===== src/rtl/hsys_mem_pkg.sv =====
// hsys_mem_pkg: op codes, FSM states and default widths shared by the RAM engine
package hsys_mem_pkg;

    localparam int ADDR_W_DEF = 10;
    localparam int DATA_W_DEF = 64;
    localparam int CNT_W_DEF  = 11;
    localparam int RD_LAT_DEF = 1;

    typedef enum logic [1:0] {
        OP_FILL  = 2'd0,
        OP_COPY  = 2'd1,
        OP_CHECK = 2'd2,
        OP_RSVD  = 2'd3
    } op_t;

    typedef enum logic [2:0] {
        S_IDLE,
        S_FILL,
        S_RD,
        S_RDW,
        S_WR,
        S_CMP,
        S_DONE
    } state_t;

endpackage


===== src/rtl/hsys_mem_patgen.sv =====
// hsys_mem_patgen: pattern for the current word of a job, either pattern+i or a constant
module hsys_mem_patgen #(
    parameter int DATA_W = 64
) (
    input  logic              clk,
    input  logic              reset_n,
    input  logic              load,
    input  logic              step,
    input  logic [DATA_W-1:0] pattern,
    input  logic              incr,
    output logic [DATA_W-1:0] pat,
    output logic [DATA_W-1:0] pat_nxt
);

    logic incr_q;

    assign pat_nxt = pat + DATA_W'(incr_q);

    // Load word 0 when a command is accepted, then advance one word per step
    always_ff @(posedge clk or negedge reset_n) begin
        if (!reset_n) begin
            pat    <= '0;
            incr_q <= 1'b0;
        end else if (load) begin
            pat    <= pattern;
            incr_q <= incr;
        end else if (step) begin
            pat    <= pat_nxt;
        end
    end

endmodule


===== src/rtl/hsys_mem_engine.sv =====
// hsys_mem_engine: Avalon-MM host running FILL, COPY and CHECK jobs on the on-chip RAM.
// Define HSYS_MEM_ERRLOG_EN to add err_valid/err_addr/err_data, a log of the first CHECK mismatch.
module hsys_mem_engine
    import hsys_mem_pkg::*;
#(
    parameter int ADDR_W = ADDR_W_DEF,
    parameter int DATA_W = DATA_W_DEF,
    parameter int CNT_W  = CNT_W_DEF,
    parameter int RD_LAT = RD_LAT_DEF
) (
    input  logic                clk,
    input  logic                reset_n,
    input  logic                cmd_valid,
    output logic                cmd_ready,
    input  logic [1:0]          cmd_op,
    input  logic [ADDR_W-1:0]   cmd_src,
    input  logic [ADDR_W-1:0]   cmd_dst,
    input  logic [CNT_W-1:0]    cmd_len,
    input  logic [DATA_W-1:0]   cmd_pattern,
    input  logic                cmd_incr,
    output logic                busy,
    output logic                done,
    output logic [CNT_W-1:0]    err_count,
`ifdef HSYS_MEM_ERRLOG_EN
    output logic                err_valid,
    output logic [ADDR_W-1:0]   err_addr,
    output logic [DATA_W-1:0]   err_data,
`endif
    output logic [ADDR_W-1:0]   m_address,
    output logic [DATA_W/8-1:0] m_byteenable,
    output logic                m_chipselect,
    output logic                m_write,
    output logic [DATA_W-1:0]   m_writedata,
    input  logic [DATA_W-1:0]   m_readdata,
    output logic                m_clken
);

    localparam int LW = (RD_LAT > 1) ? $clog2(RD_LAT) : 1;

    state_t            state;
    op_t               op_q;
    logic [ADDR_W-1:0] src_q, dst_q, idx, idx_nxt;
    logic [CNT_W-1:0]  rem;
    logic [LW-1:0]     lat;
    logic [DATA_W-1:0] pat, pat_nxt;
    logic              accept, last, rd_last, mismatch, pat_step;

    assign accept       = cmd_valid & cmd_ready;
    assign last         = rem == CNT_W'(1);
    assign rd_last      = lat == '0;
    assign idx_nxt      = idx + 1'b1;
    assign mismatch     = (state == S_CMP) && rd_last && (m_readdata != pat);
    assign pat_step     = (state == S_FILL) || ((state == S_CMP) && rd_last);
    assign m_byteenable = '1;

    hsys_mem_patgen #(.DATA_W(DATA_W)) u_patgen (
        .clk     (clk),
        .reset_n (reset_n),
        .load    (accept),
        .step    (pat_step),
        .pattern (cmd_pattern),
        .incr    (cmd_incr),
        .pat     (pat),
        .pat_nxt (pat_nxt)
    );

    // Job FSM; bus and status outputs are registered together with the state they belong to
    always_ff @(posedge clk or negedge reset_n) begin
        if (!reset_n) begin
            state        <= S_IDLE;
            op_q         <= OP_FILL;
            src_q        <= '0;
            dst_q        <= '0;
            idx          <= '0;
            rem          <= '0;
            lat          <= '0;
            cmd_ready    <= 1'b0;
            busy         <= 1'b0;
            done         <= 1'b0;
            err_count    <= '0;
            m_address    <= '0;
            m_chipselect <= 1'b0;
            m_write      <= 1'b0;
            m_writedata  <= '0;
            m_clken      <= 1'b0;
        end else begin
            m_clken      <= 1'b1;
            done         <= 1'b0;
            m_chipselect <= 1'b0;
            m_write      <= 1'b0;
            case (state)
                S_IDLE: begin
                    cmd_ready <= ~accept;
                    if (accept) begin
                        busy      <= 1'b1;
                        err_count <= '0;
                        op_q      <= op_t'(cmd_op);
                        src_q     <= cmd_src;
                        dst_q     <= cmd_dst;
                        rem       <= cmd_len;
                        idx       <= '0;
                        if (cmd_len == '0 || cmd_op == OP_RSVD) begin
                            state <= S_DONE;
                            done  <= 1'b1;
                        end else if (cmd_op == OP_FILL) begin
                            state        <= S_FILL;
                            m_chipselect <= 1'b1;
                            m_write      <= 1'b1;
                            m_address    <= cmd_dst;
                            m_writedata  <= cmd_pattern;
                        end else begin
                            state        <= S_RD;
                            m_chipselect <= 1'b1;
                            m_address    <= (cmd_op == OP_COPY) ? cmd_src : cmd_dst;
                        end
                    end
                end
                S_FILL: begin
                    rem <= rem - 1'b1;
                    idx <= idx_nxt;
                    if (last) begin
                        state <= S_DONE;
                        done  <= 1'b1;
                    end else begin
                        m_chipselect <= 1'b1;
                        m_write      <= 1'b1;
                        m_address    <= dst_q + idx_nxt;
                        m_writedata  <= pat_nxt;
                    end
                end
                S_RD: begin
                    state <= (op_q == OP_COPY) ? S_RDW : S_CMP;
                    lat   <= LW'(RD_LAT - 1);
                end
                S_RDW: begin
                    if (!rd_last) begin
                        lat <= lat - 1'b1;
                    end else begin
                        state        <= S_WR;
                        m_chipselect <= 1'b1;
                        m_write      <= 1'b1;
                        m_address    <= dst_q + idx;
                        m_writedata  <= m_readdata;
                    end
                end
                S_WR: begin
                    rem <= rem - 1'b1;
                    idx <= idx_nxt;
                    if (last) begin
                        state <= S_DONE;
                        done  <= 1'b1;
                    end else begin
                        state        <= S_RD;
                        m_chipselect <= 1'b1;
                        m_address    <= src_q + idx_nxt;
                    end
                end
                S_CMP: begin
                    if (!rd_last) begin
                        lat <= lat - 1'b1;
                    end else begin
                        if (mismatch && err_count != {CNT_W{1'b1}})
                            err_count <= err_count + 1'b1;
                        rem <= rem - 1'b1;
                        idx <= idx_nxt;
                        if (last) begin
                            state <= S_DONE;
                            done  <= 1'b1;
                        end else begin
                            state        <= S_RD;
                            m_chipselect <= 1'b1;
                            m_address    <= dst_q + idx_nxt;
                        end
                    end
                end
                S_DONE: begin
                    state     <= S_IDLE;
                    busy      <= 1'b0;
                    cmd_ready <= 1'b1;
                end
                default: begin
                    state     <= S_IDLE;
                    busy      <= 1'b0;
                    cmd_ready <= 1'b1;
                end
            endcase
        end
    end

`ifdef HSYS_MEM_ERRLOG_EN
    // Keep the first mismatch of a CHECK job until another command is accepted
    always_ff @(posedge clk or negedge reset_n) begin
        if (!reset_n) begin
            err_valid <= 1'b0;
            err_addr  <= '0;
            err_data  <= '0;
        end else if (accept) begin
            err_valid <= 1'b0;
        end else if (mismatch && !err_valid) begin
            err_valid <= 1'b1;
            err_addr  <= dst_q + idx;
            err_data  <= m_readdata;
        end
    end
`endif

endmodule

===== config.mk =====
export PLATFORM = sky130hd
export DESIGN_NAME = hsys_mem_engine
export DESIGN_NICKNAME = d
export VERILOG_FILES = /design/src/rtl/hsys_mem_pkg.sv /design/src/rtl/hsys_mem_patgen.sv /design/src/rtl/hsys_mem_engine.sv
export SDC_FILE = /design/constraint.sdc
export NUM_CORES = 1
export LEC_CHECK = 0
export CAP_MARGIN = 30
export CORE_AREA = 2 2 203 205
export CTS_CLUSTER_DIAMETER = 150
export DETAILED_ROUTE_END_ITERATION = 7
export DIE_AREA = 0 0 205 207
export DONT_BUFFER_PORTS = 1
export PLACE_DENSITY = 0.48
export SLEW_MARGIN = 0
export SYNTH_ARGS = -nofsm -noshare
export SYNTH_HDL_FRONTEND = slang
export SYNTH_SLANG_ARGS = --single-unit

===== constraint.sdc =====
create_clock -name clk -period 3.15 [get_ports clk]
set_input_delay 0.315 -clock clk [delete_from_list [all_inputs] [get_ports clk]]
set_output_delay 0.315 -clock clk [all_outputs]
set_load 0.05 [all_outputs]

==> impl_metrics.toml <==
[sta]
slew_headroom_pct = 51.9
final-hold-violation-count = 202
maxClockFrequency_ghz = 0.338
tightest_slew_ns = 0.720
min_period_ns = 2.96
rsz0062_at_grt = "false"
period_share_pct = 94.1
maxSlewViolCount = 0
hold_ws_ns = -0.544
final_setup_slack_of_the_worst_path_ns = 0.187
worst_case_clock_skew_ns = 0.0151
final_setup_vio_count = 0
setup-tns-final_ns = 0

[placed_design]
port-buffer-count = 0
dp_slack_ns = 0.124
hpwl_um = 38000
place.gp.congestion = 0.884

[outcome]
failing_checks = "hold timing"
status = "finished, violations left"

[clock_tree]
postCtsHoldBufs = 121
num_clock_sinks = 202
clock_tree_buf_depth = 3
worstSkewPairLatency_ns = 0.55
cts_root_buf = "sky130_fd_sc_hd__clkbuf_16"
htree_levels = 1
tritoncts_clock_tree = "built"
clock_transition_at_the_registers_of_the_reported_paths_ns = 0.06
cts_buffers = 27

[critical_path]
timing_worst_setup_path_type = "flip-flop to flip-flop"
timing.critical_path.arrival_ns = 3.39
crit_path_max_fanout = 5
rr_worst_depth = 13
reg2reg_to = "m_address[9]$_DFFE_PN0P_"
cell_type_group_with_the_largest_total_delay_on_the_critical_path = "compound AO/OA/AOI/OAI gates"
reg2reg_slack_ns = 0.19
r2r-start = "idx[1]$_DFFE_PN0P_"
timing.critical_path.from_type = "flip-flop"
worstPathCellList = "ha_4 > nand3_1 > inv_1 > and3_1 > nand2_1 > xnor2_2 > ha_1 > a21oi_1 > o21ai_0 > a41oi_1 > xnor2_1 > o221ai_1 > o22a_1"
cp-end-kind = "flip-flop"
critical_path.max_stage_delay_ns = 0.44
critPathRequiredTime_ns = 3.58
number_of_buffers_and_inverters_on_the_critical_path = 1
worstSetupStartpoint = "idx[1]$_DFFE_PN0P_"
cpMaxStageDelayCell = "sky130_fd_sc_hd__dfrtp_1"
worstSetupPathDepth = 13
crit_path_capture = "m_address[9]$_DFFE_PN0P_"

[global_routing]
antenna_found_initial = 1
grt_start_max_net_pins = 203
grt_usage_pct = 25.1
grt_first_pass_wirelength_um = 82500
grt-ovfl-total = 0
grt_pass1_vias = 13044

[finish]
design.final.nets = 1937
filler_cell_count = 4185
drive_gt1_share_pct = 7.26
area_growth_pct = 18.8
most_common_library_cell_in_the_layout_ignoring_fill_and_taps = "sky130_fd_sc_hd__nand2_1"
layout_common_cells = "sky130_fd_sc_hd__nand2_1, sky130_fd_sc_hd__dfrtp_1, sky130_fd_sc_hd__xnor2_1, sky130_fd_sc_hd__dlygate4sd3_1, sky130_fd_sc_hd__nor2_1"
fin_util_pct = 40.8

[synth]
synth_seq_area_share_pct = 36.4
syn_area_um2 = 13900
number_of_enable_flip_flop_cells_after_synthesis = 0
synth.lib_cells_used.distinct = 74
syn-instance-count = 1682
synth_warnings = 0
register_bit_count_reported_by_yosys = 202
asyncSetResetFlopFracSynth_pct = 100
postSynthAreaPerCell_um2 = 8.25
yosys_most_used_dff = "sky130_fd_sc_hd__dfrtp_1"

[drt]
drt.antenna.violating_nets = 0
dr_total_vias = 12793
detail_route.wirelength_um = 53500
drt_pass1_iterations = 5
drt_iter0_drc = 836
drcViolationCount = 0
route.detailed.wl_per_inst_um = 23.3
vias_per_cell = 5.57

[die]
start_util_pct = 34.4
die_width_um = 205
floorplan.io_pins = 264
die_y_um = 207
total_core_area_um2 = 40400
floorplan.rows = 74
die_area_um2 = 42400

[power_and_ir_drop]
vdd.ir_drop.worst_mv = 0.344
p_leak_nw = 6.47
power_per_cell_area_nw_per_um2 = 386

[min_path]
hp-class = "input pin to asynchronous set/reset pin"

[flow_run]
maxCapViolCount = 0
[where the power goes]
group	switching, mW	total, mW	leakage (nW)	internal [mW]
logic	0.159	0.345	3.75	0.186
registers	0.194	2.83	2.27	2.63
clock network	1.25	3.19	0.442	1.93
[timing repair]
action | CTS | global route
resized for setup | 0 | 4
setup buffers | 0 | 0
endpoints found under the setup margin | 0 | 2
hold endpoints to repair | 359 | 202
[per-stage QoR]
stage	hold slack (ns)	total power, mW	area, um2	cells
finish	-0.544	6.36	16500	2296
global route	-0.578	6.59	16500	2294
CTS	-0.565	6.44	16500	2294
detailed placement	0.0292	3.07	14400	2126
global placement	0.0286	3.07	14400	2126
floorplan	0.0194	3.01	13900	1690
[layout make-up]
class	count	area [um2]	area share [%]
clock inverter	12	160	0.972
tap	532	666	4.04
timing repair buffer	176	1650	10.0
multi-input combinational	1318	8140	49.4
inverter	19	71.3	0.433
clock buffer	35	726	4.40
antenna	2	5.00	0.0304
sequential	202	5060	30.7
[layer usage]
layer / track usage, % / wire length [um] / vias up
met1: 32.9 / 22300 / 6193
met3: 5.60 / 3980 / 102
li1: - / - / 6068
met5: 0 / 13 / -
met4: 8.39 / 2050 / 2
met2: 41.0 / 25200 / 428
[Yosys cell counts, types with 4 or more instances]
cell,instances,area share [%]
sky130_fd_sc_hd__o21a_1,10,0.54
sky130_fd_sc_hd__o31a_1,8,0.51
sky130_fd_sc_hd__nand2b_1,26,1.2
sky130_fd_sc_hd__o41ai_1,4,0.25
sky130_fd_sc_hd__buf_1,20,0.54
sky130_fd_sc_hd__a22o_1,12,0.76
sky130_fd_sc_hd__and2_1,9,0.41
sky130_fd_sc_hd__o221ai_1,5,0.32
sky130_fd_sc_hd__o22ai_1,12,0.54
sky130_fd_sc_hd__o21ai_0,98,3.5
sky130_fd_sc_hd__nand3_1,72,2.6
sky130_fd_sc_hd__o211ai_1,37,2.0
sky130_fd_sc_hd__buf_4,12,0.65
sky130_fd_sc_hd__a21oi_1,54,1.9
sky130_fd_sc_hd__o31ai_1,18,0.97
sky130_fd_sc_hd__nor4_1,37,1.7
sky130_fd_sc_hd__nor3_1,54,1.9
sky130_fd_sc_hd__mux2i_1,36,2.6
sky130_fd_sc_hd__o22a_1,4,0.25
sky130_fd_sc_hd__dfrtp_1,202,36
sky130_fd_sc_hd__nor2b_1,6,0.27
sky130_fd_sc_hd__nand2_1,292,7.9
sky130_fd_sc_hd__clkbuf_1,79,2.1
sky130_fd_sc_hd__nor2_1,100,2.7
sky130_fd_sc_hd__o21ai_1,8,0.29
sky130_fd_sc_hd__or3_1,14,0.63
sky130_fd_sc_hd__ha_1,26,2.3
sky130_fd_sc_hd__a21o_1,7,0.38
sky130_fd_sc_hd__a221o_1,5,0.36
sky130_fd_sc_hd__buf_2,37,1.3
sky130_fd_sc_hd__xor2_1,40,2.5
sky130_fd_sc_hd__nand4_1,50,2.3
sky130_fd_sc_hd__xnor2_1,143,9.0
sky130_fd_sc_hd__a31oi_1,26,1.2
sky130_fd_sc_hd__and4_1,15,0.95
sky130_fd_sc_hd__or4_1,11,0.60
sky130_fd_sc_hd__and3_1,14,0.63
sky130_fd_sc_hd__inv_1,16,0.43
[registers in the layout, indices dropped and copies added, names as in the netlist]
register,cells
idx,10
rem,11
u_patgen.incr_q,1
m_write,1
m_writedata,64
err_count,11
m_chipselect,1
dst_q,10
state,3
done,1
op_q,2
src_q,10
busy,1
cmd_ready,1
m_address,10
m_clken,1
u_patgen.pat,64
[worst min path at each step]
stage | startpoint | to | slack [ns]
4_1_cts | reset_n | m_writedata[33]$_DFFE_PN0P_ | -0.56
6_report | reset_n | m_writedata[43]$_DFFE_PN0P_ | -0.54
5_1_grt | reset_n | m_writedata[33]$_DFFE_PN0P_ | -0.58
3_5_place_dp | reset_n | m_writedata[33]$_DFFE_PN0P_ | 0.03
3_3_place_gp | reset_n | m_writedata[33]$_DFFE_PN0P_ | 0.03
2_1_floorplan | reset_n | busy$_DFFE_PN0P_ | 0.02
[logic make-up after synthesis]
kind of cell               count (synthesis)  synth area share, %
other                                      1               0.0270
adders and majority gates                 28                 2.63
xor gates and xnor gates                 183                 11.6
AOI/OAI and AO/OA                        343                 16.2
and+or+nand+nor                          716                 24.9
muxes                                     39                 2.84
DFF                                      202                 36.4
buffers and inverters                    170                 5.42
Note: power is estimated with default switching activity, not from simulation.
